File: src/rtl/config_fsm_param.sv
//------------------------------------------------------------------------------
// Module  : config_fsm_param
// Purpose : Configuration frame sequencer: sync hunt, header capture, row walk,
//           stretched frame commit strobe, frame counter and header-error flag.
//           Optional idle watchdog enabled by CONFIG_FSM_PARAM_WATCHDOG_EN.
// Revision: 1.0 - initial release
//------------------------------------------------------------------------------
`default_nettype none

module config_fsm_param #(
    parameter int          NumberOfRows    = 10,
    parameter int          RowSelectWidth  = 5,
    parameter int          FrameBitsPerRow = 32,
    parameter int          DataWidth       = 32,
    parameter logic [31:0] SyncWord        = 32'hFAB0_FAB1,
    parameter int          DesyncFlag      = 20,
    parameter int          StrobeLength    = 2,
    parameter int          FrameCountWidth = 16
`ifdef CONFIG_FSM_PARAM_WATCHDOG_EN
    ,
    parameter int          WatchdogCycles  = 1024
`endif
) (
    input  logic                       CLK,
    input  logic                       Reset,
    input  logic [DataWidth-1:0]       WriteData,
    input  logic                       WriteStrobe,
    output logic [FrameBitsPerRow-1:0] FrameAddressRegister,
    output logic                       LongFrameStrobe,
    output logic [RowSelectWidth-1:0]  RowSelect,
    output logic                       Synced,
    output logic [FrameCountWidth-1:0] FrameCount,
    output logic                       HeaderError,
    output logic                       WatchdogTrip
);

    typedef enum logic [1:0] {
        ST_UNSYNC = 2'd0,
        ST_SYNCED = 2'd1,
        ST_DATA   = 2'd2
    } state_t;

    localparam logic [DataWidth-1:0]      SYNC_PATTERN = DataWidth'(SyncWord);
    localparam logic [RowSelectWidth-1:0] ROWS_LOAD    = RowSelectWidth'(NumberOfRows);
    localparam logic [RowSelectWidth-1:0] ROW_LAST     = RowSelectWidth'(1);
    localparam logic [3:0]                STROBE_LOAD  = 4'(StrobeLength);

    state_t                    state;
    logic [RowSelectWidth-1:0] row_cnt;
    logic                      commit;
    logic [3:0]                strobe_cnt;
    logic [7:0]                hdr_rows;
    logic                      hdr_rows_bad;
    logic                      wd_fire;

    // The header row field is advisory only; frame length is always NumberOfRows.
    assign hdr_rows     = WriteData[DataWidth-1 -: 8];
    assign hdr_rows_bad = (hdr_rows != 8'd0) && (int'(hdr_rows) != NumberOfRows);

    assign RowSelect       = WriteStrobe ? row_cnt : '1;
    assign LongFrameStrobe = (strobe_cnt != 4'd0);
    assign Synced          = (state != ST_UNSYNC);

`ifdef CONFIG_FSM_PARAM_WATCHDOG_EN
    localparam int                IDLE_W    = $clog2(WatchdogCycles + 1);
    localparam logic [IDLE_W-1:0] IDLE_LAST = IDLE_W'(WatchdogCycles - 1);
    localparam logic [IDLE_W-1:0] IDLE_ONE  = IDLE_W'(1);

    logic [IDLE_W-1:0] idle_cnt;

    assign wd_fire = (state == ST_DATA) && !WriteStrobe && (idle_cnt == IDLE_LAST);

    always_ff @(posedge CLK) begin
        if (Reset) begin
            idle_cnt     <= '0;
            WatchdogTrip <= 1'b0;
        end else begin
            WatchdogTrip <= wd_fire;
            // Outside DATA the counter is held at zero, so entry to DATA starts clean.
            if (WriteStrobe || (state != ST_DATA) || wd_fire) begin
                idle_cnt <= '0;
            end else begin
                idle_cnt <= idle_cnt + IDLE_ONE;
            end
        end
    end
`else
    assign wd_fire      = 1'b0;
    assign WatchdogTrip = 1'b0;
`endif

    always_ff @(posedge CLK) begin
        if (Reset) begin
            state                <= ST_UNSYNC;
            row_cnt              <= '0;
            FrameAddressRegister <= '0;
            commit               <= 1'b0;
            strobe_cnt           <= '0;
            FrameCount           <= '0;
            HeaderError          <= 1'b0;
        end else begin
            commit <= 1'b0;

            // A fresh commit reloads the stretch counter, extending an active strobe.
            if (commit) begin
                strobe_cnt <= STROBE_LOAD;
            end else if (strobe_cnt != 4'd0) begin
                strobe_cnt <= strobe_cnt - 4'd1;
            end

            case (state)
                ST_UNSYNC: begin
                    if (WriteStrobe && (WriteData == SYNC_PATTERN)) begin
                        state <= ST_SYNCED;
                    end
                end
                ST_SYNCED: begin
                    if (WriteStrobe) begin
                        if (WriteData[DesyncFlag]) begin
                            state <= ST_UNSYNC;
                        end else begin
                            FrameAddressRegister <= WriteData[FrameBitsPerRow-1:0];
                            row_cnt              <= ROWS_LOAD;
                            state                <= ST_DATA;
                            if (hdr_rows_bad) begin
                                HeaderError <= 1'b1;
                            end
                        end
                    end
                end
                ST_DATA: begin
                    if (wd_fire) begin
                        state   <= ST_UNSYNC;
                        row_cnt <= '0;
                    end else if (WriteStrobe) begin
                        if (row_cnt == ROW_LAST) begin
                            row_cnt    <= '0;
                            commit     <= 1'b1;
                            FrameCount <= FrameCount + FrameCountWidth'(1);
                            state      <= ST_SYNCED;
                        end else begin
                            row_cnt <= row_cnt - ROW_LAST;
                        end
                    end
                end
                default: begin
                    state <= ST_UNSYNC;
                end
            endcase
        end
    end

endmodule

`default_nettype wire

File: config.mk
export PLATFORM = sky130hd
export DESIGN_NAME = config_fsm_param
export DESIGN_NICKNAME = d
export VERILOG_FILES = /design/src/rtl/config_fsm_param.sv
export SDC_FILE = /design/constraint.sdc
export NUM_CORES = 1
export LEC_CHECK = 0
export ABC_AREA = 1
export BUFFER_PORTS_ARGS = -buffer_cell sky130_fd_sc_hd__buf_2
export CORE_ASPECT_RATIO = 1.5
export CORE_MARGIN = 2
export CORE_UTILIZATION = 56
export CTS_BUF_LIST = sky130_fd_sc_hd__clkbuf_2
export DETAILED_ROUTE_END_ITERATION = 6
export PLACE_DENSITY = 0.89
export SLEW_MARGIN = 15
export SYNTH_ARGS = -nofsm -noshare
export SYNTH_HDL_FRONTEND = slang
export SYNTH_SLANG_ARGS = --single-unit
File: constraint.sdc
create_clock -name CLK -period 3.5 [get_ports CLK]
set_clock_uncertainty 0.2 [all_clocks]
set_input_delay 0.7 -clock CLK [delete_from_list [all_inputs] [get_ports CLK]]
set_output_delay 0.7 -clock CLK [all_outputs]
set_load 0.05 [all_outputs]
==> results of run 1 <==
==> through the flow <==
step                      cell area [um^2]  hold slack [ps]
final                                 3310              271
after global routing                  3310              238
after CTS                             3310              231
after detailed placement              3190              244
after global placement                3190              235
after floorplan                       2720              220
==> layout by cell type (no fill, tap or decap), types with 2 or more instances in the layout <==
| cell | instances |
|---|---|
| buf_2 | 89 |
| nor2_1 | 85 |
| dfxtp_1 | 60 |
| nand2_1 | 60 |
| inv_1 | 45 |
| o21ai_0 | 39 |
| a21oi_1 | 27 |
| nand3_1 | 14 |
| clkbuf_2 | 9 |
| nor3_1 | 8 |
| xor2_1 | 4 |
| nand4_1 | 4 |
| clkinv_2 | 4 |
| inv_2 | 3 |
| nand2_2 | 3 |
| ha_1 | 3 |
| nor2_2 | 2 |
| nor2_4 | 2 |
| xnor2_1 | 2 |
| nor4_1 | 2 |
| conb_1 | 2 |
| bufinv_16 | 2 |
==> cell families (layout without fill, tap and decap cells) <==
group	after synthesis	count (layout)	synth area share (%)
DFF	60	60	44.2
xor gates and xnor gates	6	6	1.93
adders and majority gates	3	3	1.38
AOI/OAI and AO/OA	69	69	12.8
and+or+nand+nor	187	187	30.4
buffers and inverters	62	153	9.16
other	1	2	0.138
==> power breakdown <==
part	switching (W)	internal (W)	total, W
Clock	0.000243	0.000228	0.000472
Combinational	0.000419	0.000138	0.000557
Sequential	0.0000422	0.000751	0.000793
Total	0.000704	0.00112	0.00182
==> worst reg2reg max path, stage by stage (launching register included) <==
cell and delay (ps):
dfxtp_1 420, inv_1 90, nor2_1 180, nand2_2 280
inv_2 560, o21ai_0 190, a21oi_1 150
==> layer usage <==
layer  part of all wire [%]  vias to the layer above
li1                       -                     1404
met1                     38                     1227
met2                     53                       87
met3                    6.0                       18
met4                    2.8                        0
met5                      0                        -
==> registers in the layout, indices dropped and copies added, names as in the netlist <==
register	flops
strobe_cnt	4
FrameAddressRegister	31
HeaderError	1
state	2
row_cnt	5
commit	1
FrameCount	16
==> worst max-delay path by stage <==
stage	from	endpoint	slack, ps	cells past startpoint
6_report	strobe_cnt[1]	LongFrameStrobe	1180	3
5_1_grt	strobe_cnt[1]	LongFrameStrobe	1020	3
4_1_cts	strobe_cnt[1]	LongFrameStrobe	1140	3
3_5_place_dp	WriteStrobe	HeaderError	1020	7
3_3_place_gp	WriteStrobe	HeaderError	1090	7
2_1_floorplan	WriteStrobe	FrameCount[11]	1380	6
==> area by class of cell <==
type                       instances  area [um^2]
clock buffer                       9         45.0
clock inverter                     6         80.1
fill                             425         1460
inverter                          48          180
multi-input combinational        267         1270
sequential                        60         1200
tap                               66         82.6
timing repair buffer              90          453
==> impl_metrics.csv, run 1 <==
group,metric,value,unit
run_status,result_of_the_run,"complete, no violations",
synth,yosysTopAreaCell,"dfxtp_1",
synth,synth_top_flop_cell,"dfxtp_1",
worst_setup_path,path_type_of_the_worst_setup_path,"flip-flop to output port",
synth,ys_top_cells_by_area,"dfxtp_1 (44%), nor2_1 (12%), nand2_1 (8.3%)",
timing,setup_total_negative_slack,0,ps
timing,period_minus_slack,2320,ps
worst_setup_path,r2r_cells,6,
hold_path,worstHoldPathType,"flip-flop to flip-flop",
synth,synth.yosys.seq_area_share,44.2,%
synth,netlist_instances,388,
floorplan,core,4770,um^2
clocking,tritoncts,"yes",
placed_design,gp_routability_congestion,0.929,
grt,antenna_found_initial,0,
worst_setup_path,crit_slowest_cell,"dfxtp_1",
placed_design,io_buffer_count,89,
drt,vias,2736,
drt,number_of_drc_violations_after_detailed_routing,0,
synth,post_synth_instance_area,2720,um^2
clocking,cts_max_path_buffers,2,
cells_and_area,post_route_cells_drive_above_1_share,24.8,%
clocking,tritoncts_buffer_count,9,
grt,grt.overflow.total,0,
cells_and_area,finish.net_count,514,
hold_path,min_delay_worst_endpoint,"HeaderError",
clocking,post_cts_resized,0,
clocking,number_of_buffers_inserted_to_repair_setup_after_cts,0,
floorplan,initial_utilization,57.0,%
synth,ys_top_cells_by_count,"nor2_1 (85), dfxtp_1 (60), nand2_1 (60), inv_1 (45), o21ai_0 (39)",
cells_and_area,layout-area-overhead-vs-synth,21.9,%
worst_setup_path,worst_stage_delay_on_the_critical_path,350,ps
grt,use_met3,7.96,%
pwr,p_leak,1.59,nW
floorplan,die_w,60.9,um
synth,ys_ff_latch,60,
worst_setup_path,crit_path_cell_trace,"nor3_1 -> nand2_1 -> buf_2",
clocking,cts_root_buf,"clkbuf_2",
grt,use_met2,45.1,%
worst_setup_path,worst-endpoint-arrival,1420,ps
timing,maxSlewViolCount,0,
cells_and_area,post_layout_nonfiller_instances,546,
grt,grt_util_met1,25.7,%
worst_setup_path,cp_top_family,"simple AND/OR/NAND/NOR gates",
worst_setup_path,critPathRequiredTime,2600,ps
clocking,cts.clk_slew.worst_paths,160,ps
drt,drt-vias-per-instance,5.01,
grt,grt_pass1_vias,2512,
grt,global_route_wire_length_before_repair,10300,um
drt,detailedRoute.firstPassIterationCount,4,
worst_setup_path,rr_startpoint,"state[0]",
drt,drt.antenna.violating_nets,0,
worst_setup_path,setup.worst_path.end_class,"output port",
pwr,ir_worst_vdd,0.000417,V
floorplan,count_of_boundary_i_o_pins,92,
timing,relSlewSlack,59.0,%
timing,final_worst_slack,1180,ps
synth,yosysUniqueCellTypes,32,
worst_setup_path,path_buf_inv,1,
job,max_cap_violations,0,
floorplan,die-height,89.3,um
synth,synth_async_sr_flop_share,0,%
floorplan,floorplan.rows,31,
timing,fmax,431,MHz
drt,drt-initial-drc-count,115,
clocking,cts-htree-levels,3,
timing,hold_viol,0,
synth,synth.avg_cell_area,7.01,um^2
grt,pin_count_of_the_biggest_net_entering_global_routing,42,
pwr,total_power,0.00182,W
placed_design,dp_hpwl,4780,um
drt,routed_wire_length_per_instance,11.7,um
synth,synthDominantCellAreaShare,44.2,%
grt,gr-usage-all-layers,25.4,%
cells_and_area,antenna_cells,0,
cells_and_area,final_util,69.5,%
drt,detail_route.wirelength,6390,um
timing,setup_repair_after_global_routing_missed_its_margin,"false",
clocking,cts.sink_count,60,
grt,grt_busiest_layer,"met2",
worst_setup_path,cp-start-kind,"flip-flop",
synth,yosys_warnings,0,
synth,synth_edf_count,0,
hold_path,worstHoldStart,"HeaderError",
clocking,cts.hold.buffers_added,0,
timing,slew_at_the_pin_with_the_worst_max_slew_slack,614,ps
worst_setup_path,critical_path.reg2reg.endpoint,"HeaderError",
clocking,worst_skew_pair.late_latency,460,ps
timing,final.period_utilization,66.3,%
placed_design,post-place-ws,1020,ps
placed_design,cell_total_after_placement,531,
timing,setup-violations-final,0,
hold_path,hold_path_depth,2,
pwr,p_per_area,550,nW/um^2
worst_setup_path,worstPathMaxFanout,3,
worst_setup_path,rrSetupSlack,1380,ps
synth,synth_most_common_cell,"nor2_1",
floorplan,die-area,5440,um^2
Power figures use the tool's default switching activity.
==> run 2, diff against run 1 <==
- ABC_AREA: 1 -> 0
- CORE_UTILIZATION: 56 -> 46
- PLACE_DENSITY: 0.89 -> 0.79
- clock period: 3.5 -> 2 ns (I/O delays scaled with it)
==> impl_metrics.csv, run 2 <==
group,metric,value,unit
run_status,result_of_the_run,"complete, no violations",
worst_setup_path,path_type_of_the_worst_setup_path,"flip-flop to output port",
clocking,tritoncts_buffer_count,9,
clocking,worst_skew_pair.late_latency,490,ps
worst_setup_path,crit_slowest_cell,"dfxtp_2",
synth,synth.yosys.seq_area_share,46.5,%
pwr,total_switching_power,0.000550,W
floorplan,core,5450,um^2
timing,fin_worst_hold_slack,92.6,ps
synth,ys_top_cells_by_count,"nand2_1 (74), dfxtp_1 (60), a21oi_1 (48), nor2_1 (17), clkbuf_1 (14)",
placed_design,dp_hpwl,4740,um
worst_setup_path,rr_startpoint,"row_cnt[1]",
placed_design,cell_total_after_placement,468,
cells_and_area,antenna_cells,0,
synth,synth-compound-area-share,13.7,%
synth,synth_top_flop_cell,"dfxtp_1",
drt,detail_route.wirelength,7510,um
placed_design,io_buffer_count,89,
synth,combinational_family_with_the_most_area_after_synthesis,"simple AND/OR/NAND/NOR gates",
grt,global_route_wire_length_before_repair,12000,um
timing,setup_total_negative_slack,0,ps
synth,fraction_of_the_mapped_netlist_area_in_simple_logic_gates,30.0,%
grt,grt.overflow.total,0,
job,max_cap_violations,0,
drt,vias,2721,
worst_setup_path,r2r_cells,7,
drt,detailedRoute.firstPassIterationCount,4,
cells_and_area,layout.cells.most_common,"buf_2",
synth,synth_async_sr_flop_share,0,%
drt,drt.antenna.violating_nets,0,
synth,synth_most_common_cell,"nand2_1",
drt,drt-initial-drc-count,222,
pwr,p_per_area,577,nW/um^2
clocking,cts.sink_count,60,
clocking,cts-htree-levels,3,
worst_setup_path,setup.worst_path.end_class,"output port",
cells_and_area,final_cell_mix,"buf_2 (84), nand2_1 (74), dfxtp_1 (53)",
cells_and_area,largest_register_ff_count,31,
timing,final_worst_slack,61.6,ps
synth,yosys_warnings,0,
timing,setup_repair_after_global_routing_missed_its_margin,"false",
timing,fmax,516,MHz
worst_setup_path,worst_stage_delay_on_the_critical_path,380,ps
placed_design,postPlaceCellArea,3140,um^2
pwr,clock_power_share,35.0,%
worst_setup_path,critical_path.startpoint,"row_cnt[3]",
timing,setup-violations-final,0,
grt,antenna_found_initial,0,
worst_setup_path,crit_top_cell,"buf_4",
worst_setup_path,worstPathMaxFanout,5,
synth,synth_edf_count,0,
floorplan,die_w,65.2,um
synth,synthMuxAreaShare,0.388,%
synth,ys_top_cells_by_area,"dfxtp_1 (47%), nand2_1 (11%), a21oi_1 (9.3%)",
cells_and_area,design_area,3650,um^2
hold_path,worstHoldStart,"WriteStrobe",
hold_path,worstHoldPathType,"input port to flip-flop",
drt,drt-vias-per-instance,5.25,
synth,yosysTopAreaCell,"dfxtp_1",
timing,hold_viol,0,
placed_design,gp_routability_congestion,0.826,
drt,routed_wire_length_per_instance,14.5,um
worst_setup_path,critPathRequiredTime,1400,ps
synth,ys_ff_latch,60,
worst_setup_path,cp-start-kind,"flip-flop",
grt,grt_pass1_vias,2574,
hold_path,hold_path_depth,4,
synth,synthDominantCellAreaShare,46.5,%
clocking,cts_max_path_buffers,2,
clocking,cts.clk_slew.worst_paths,180,ps
worst_setup_path,worst-endpoint-arrival,1340,ps
pwr,p_int,0.00156,W
clocking,cts_root_buf,"clkbuf_2",
grt,gr-usage-all-layers,25.2,%
cells_and_area,largest_registers,"FrameAddressRegister x31, FrameCount x16, row_cnt x5",
synth,adder_and_majority_gate_portion_of_the_synthesized_area,1.45,%
cells_and_area,layout-area-overhead-vs-synth,41.5,%
grt,pin_count_of_the_biggest_net_entering_global_routing,35,
synth,netlist_instances,314,
cells_and_area,post_layout_nonfiller_instances,518,
worst_setup_path,crit_path_cell_trace,"buf_4 -> nand2b_1 -> buf_4",
pwr,power_frac_comb,8.4,%
synth,post_synth_xor_xnor_area,3.05,%
clocking,tritoncts,"yes",
placed_design,post-place-ws,30.6,ps
cells_and_area,finish.net_count,481,
synth,post_synth_instance_area,2580,um^2
cells_and_area,top_register,"FrameAddressRegister",
pwr,ir_worst_vdd,0.000375,V
pwr,seq_power_share,56.6,%
floorplan,die-area,6240,um^2
cells_and_area,post_route_cells_drive_above_1_share,32.4,%
timing,maxSlewViolCount,0,
timing,final.period_utilization,96.9,%
floorplan,floorplan.rows,33,
floorplan,initial_utilization,47.4,%
floorplan,die-height,95.8,um
synth,yosysUniqueCellTypes,45,
floorplan,count_of_boundary_i_o_pins,92,
pwr,p_leak,1.56,nW
drt,number_of_drc_violations_after_detailed_routing,0,
pwr,switching_share,26.1,%
timing,period_minus_slack,1940,ps
synth,synth.avg_cell_area,8.22,um^2
run 2: changes by cell type after synthesis, moves of 6 or more:
cell,previous run,this run
nor3_1,8,2
inv_1,45,6
nand3_1,14,7
nand2_1,60,74
o21ai_0,39,11
nor2_1,85,17
clkbuf_1,6,14
or3_1,0,9
a21oi_1,27,48
run 2: final timing paths:
path	endpoint	slack (ps)
max reg2reg	FrameCount[9]	90
min reg2reg	FrameAddressRegister[16]	270
min	state[1]	90
max	RowSelect[3]	60
run 2: layer usage:
layer  wire [um]  GRT usage [%]  vias up  share of wire [%]
met1        2890           27.2     1269                 39
met3         548           5.61       11                7.3
met5           0              0        -                  0
met4         111           15.3        0                1.5
li1            -              -     1335                  -
met2        3950           44.2      106                 53
run 2: worst max-delay path: cells and delay by family (launching register included):
kind	cells	cell delay (ps)
buf+inv	2	340
flops	1	380
simple gates	1	140
run 2: kinds of logic after synthesis:
| group | after synthesis |
|---|---|
| and+or+nand+nor | 147 |
| AOI/OAI and AO/OA | 67 |
| DFF | 60 |
| buffers and inverters | 26 |
| xor gates and xnor gates | 9 |
| adders and majority gates | 3 |
| other | 1 |
| muxes | 1 |
run 2: metrics by stage:
step | total power, W | util, %
global placement | 0.00134 | 57.6
global route | 0.00219 | 67.1
detailed placement | 0.00134 | 57.6
floorplan | 0.00128 | -
CTS | 0.00212 | 65.6
finish | 0.00211 | 67.1
run 2: cell type report:
| class | instances | area, um^2 |
|---|---|---|
| clock inverter | 7 | 67.6 |
| multi-input combinational | 229 | 1310 |
| timing repair buffer | 137 | 903 |
| clock buffer | 9 | 45.0 |
| fill | 432 | 1800 |
| tap | 70 | 87.6 |
| inverter | 6 | 22.5 |
| sequential | 60 | 1220 |
run 2: power by group through the flow:
| stage | sequential, W | clock [W] | combinational [W] |
|---|---|---|---|
| CTS | 0.00120 | 0.000754 | 0.000169 |
| detailed placement | 0.00122 | 0 | 0.000121 |
| global placement | 0.00122 | 0 | 0.000119 |
| global route | 0.00119 | 0.000815 | 0.000186 |
| finish | 0.00119 | 0.000738 | 0.000177 |
| floorplan | 0.00122 | 0 | 0.0000614 |
run 2: what timing repair did:
action                     CTS  global route
buffers inserted             0             3
hold buffers                31             0
hold endpoints to repair    31             0
pin swaps                    0             2
resized for setup            5            23
setup endpoints to repair    3            15
==> run 3, diff against run 2 <==
- MAX_ROUTING_LAYER: not set -> met4
==> impl_metrics.csv, run 3 (same netlist as run 2, synthesis figures left out) <==
group,metric,value,unit
floorplan,count_of_boundary_i_o_pins,92,
drt,drt-initial-drc-count,234,
pwr,p_per_area,578,nW/um^2
floorplan,die-height,95.8,um
run_status,result_of_the_run,"complete, no violations",
grt,pin_count_of_the_biggest_net_entering_global_routing,35,
clocking,cts.sink_count,60,
cells_and_area,largest_register_ff_count,31,
drt,vias,2704,
worst_setup_path,rr_startpoint,"row_cnt[1]",
timing,maxSlewViolCount,0,
cells_and_area,final_cell_mix,"buf_2 (84), nand2_1 (74), dfxtp_1 (53)",
grt,global_route_wire_length_before_repair,12000,um
grt,gr-usage-all-layers,25.9,%
grt,grt_pass1_vias,2565,
placed_design,io_buffer_count,89,
pwr,total_switching_power,0.000556,W
placed_design,post-place-ws,30.6,ps
drt,drt-vias-per-instance,5.22,
pwr,p_leak,1.56,nW
cells_and_area,layout.cells.most_common,"buf_2",
worst_setup_path,cp_top_family,"flip-flops",
timing,setup_repair_after_global_routing_missed_its_margin,"false",
worst_setup_path,crit_path_cell_trace,"buf_4 -> nand2b_1 -> buf_4",
timing,period_minus_slack,1950,ps
floorplan,initial_utilization,47.4,%
worst_setup_path,setup.worst_path.end_class,"output port",
clocking,tritoncts_buffer_count,9,
worst_setup_path,worstPathMaxFanout,5,
floorplan,core,5450,um^2
floorplan,floorplan.rows,33,
clocking,cts-htree-levels,3,
worst_setup_path,worst-endpoint-arrival,1350,ps
cells_and_area,post_route_cells_drive_above_1_share,32.4,%
pwr,ir_worst_vdd,0.000376,V
timing,setup-violations-final,0,
worst_setup_path,path_buf_inv,2,
cells_and_area,finish.net_count,481,
drt,detail_route.wirelength,7540,um
drt,number_of_drc_violations_after_detailed_routing,0,
cells_and_area,antenna_cells,0,
placed_design,dp_hpwl,4740,um
timing,hold_viol,0,
worst_setup_path,worst_stage_delay_on_the_critical_path,380,ps
timing,fmax,514,MHz
drt,detailedRoute.firstPassIterationCount,4,
floorplan,die_w,65.2,um
hold_path,worstHoldStart,"WriteStrobe",
worst_setup_path,cp-start-kind,"flip-flop",
pwr,seq_power_share,56.4,%
worst_setup_path,critical_path.startpoint,"row_cnt[3]",
clocking,cts_root_buf,"clkbuf_2",
cells_and_area,top_register,"FrameAddressRegister",
worst_setup_path,critPathRequiredTime,1400,ps
placed_design,gp_routability_congestion,0.839,
grt,grt.overflow.total,0,
pwr,power_frac_comb,8.4,%
cells_and_area,largest_registers,"FrameAddressRegister x31, FrameCount x16, row_cnt x5",
pwr,p_int,0.00156,W
job,max_cap_violations,0,
timing,final_worst_slack,52.6,ps
drt,drt.antenna.violating_nets,0,
cells_and_area,layout-area-overhead-vs-synth,41.5,%
clocking,cts_max_path_buffers,2,
pwr,clock_power_share,35.2,%
floorplan,die-area,6240,um^2
grt,antenna_found_initial,0,
clocking,cts.clk_slew.worst_paths,180,ps
timing,setup_total_negative_slack,0,ps
hold_path,worstHoldPathType,"input port to flip-flop",
timing,final.period_utilization,97.4,%
clocking,tritoncts,"yes",
worst_setup_path,crit_slowest_cell,"dfxtp_2",
worst_setup_path,crit_top_cell,"buf_4",
pwr,switching_share,26.3,%
drt,routed_wire_length_per_instance,14.6,um
worst_setup_path,path_type_of_the_worst_setup_path,"flip-flop to output port",
clocking,worst_skew_pair.late_latency,500,ps
run 3: what timing repair did:
item,CTS,global route
gates cloned,0,0
endpoints found under the hold margin,31,0
gates resized for setup,5,23
setup endpoints to repair,3,15
pin swaps,0,2
setup buffers,0,3
hold buffers,31,0
run 3: tightest hold or removal path, delay by kind of cell:
kind	cells	cell delay, ps
buffers and inverters	1	140
AND/OR/NAND/NOR	2	130
AO/OA/AOI/OAI	1	70
run 3: final cells by class:
type	count	area (um^2)
Multi-Input combinational cell	229	1310
Timing Repair Buffer	137	903
Tap cell	70	87.6
Clock buffer	9	45.0
Sequential cell	60	1220
Inverter	6	22.5
Clock inverter	7	67.6
Fill cell	432	1800
run 3: final timing paths:
kind | to | slack (ps) | cells past startpoint
worst max-delay path | RowSelect[3] | 50 | 3
worst min-delay path | state[1] | 90 | 4
worst max register to register | FrameCount[9] | 90 | 7
worst min register to register | FrameAddressRegister[16] | 270 | 2
run 3: metrics by stage:
step	util, %	area, um^2	cells	total power (W)	hold WS, ps
finish	67.1	3650	518	0.00211	87.1
global route	67.1	3650	518	0.00220	108
CTS	65.6	3570	515	0.00212	56.8
detailed placement	57.6	3140	468	0.00134	244
global placement	57.6	3140	468	0.00134	239
floorplan	-	2590	315	0.00128	244
run 3: power groups by stage:
stage	Sequential, W	Combinational [W]	Clock [W]
CTS	0.00120	0.000169	0.000754
global route	0.00119	0.000186	0.000815
finish	0.00119	0.000177	0.000743
floorplan	0.00122	0.0000614	0
global placement	0.00122	0.000119	0
detailed placement	0.00122	0.000121	0
run 3: layer usage:
layer  global-route usage, %  vias up  share of wire [%]
li1                        -     1337                  -
met1                    27.5     1244                 38
met2                    44.3      110                 52
met3                    5.38       13                7.6
met4                    15.1        0                1.6
met5                       -        -                  0
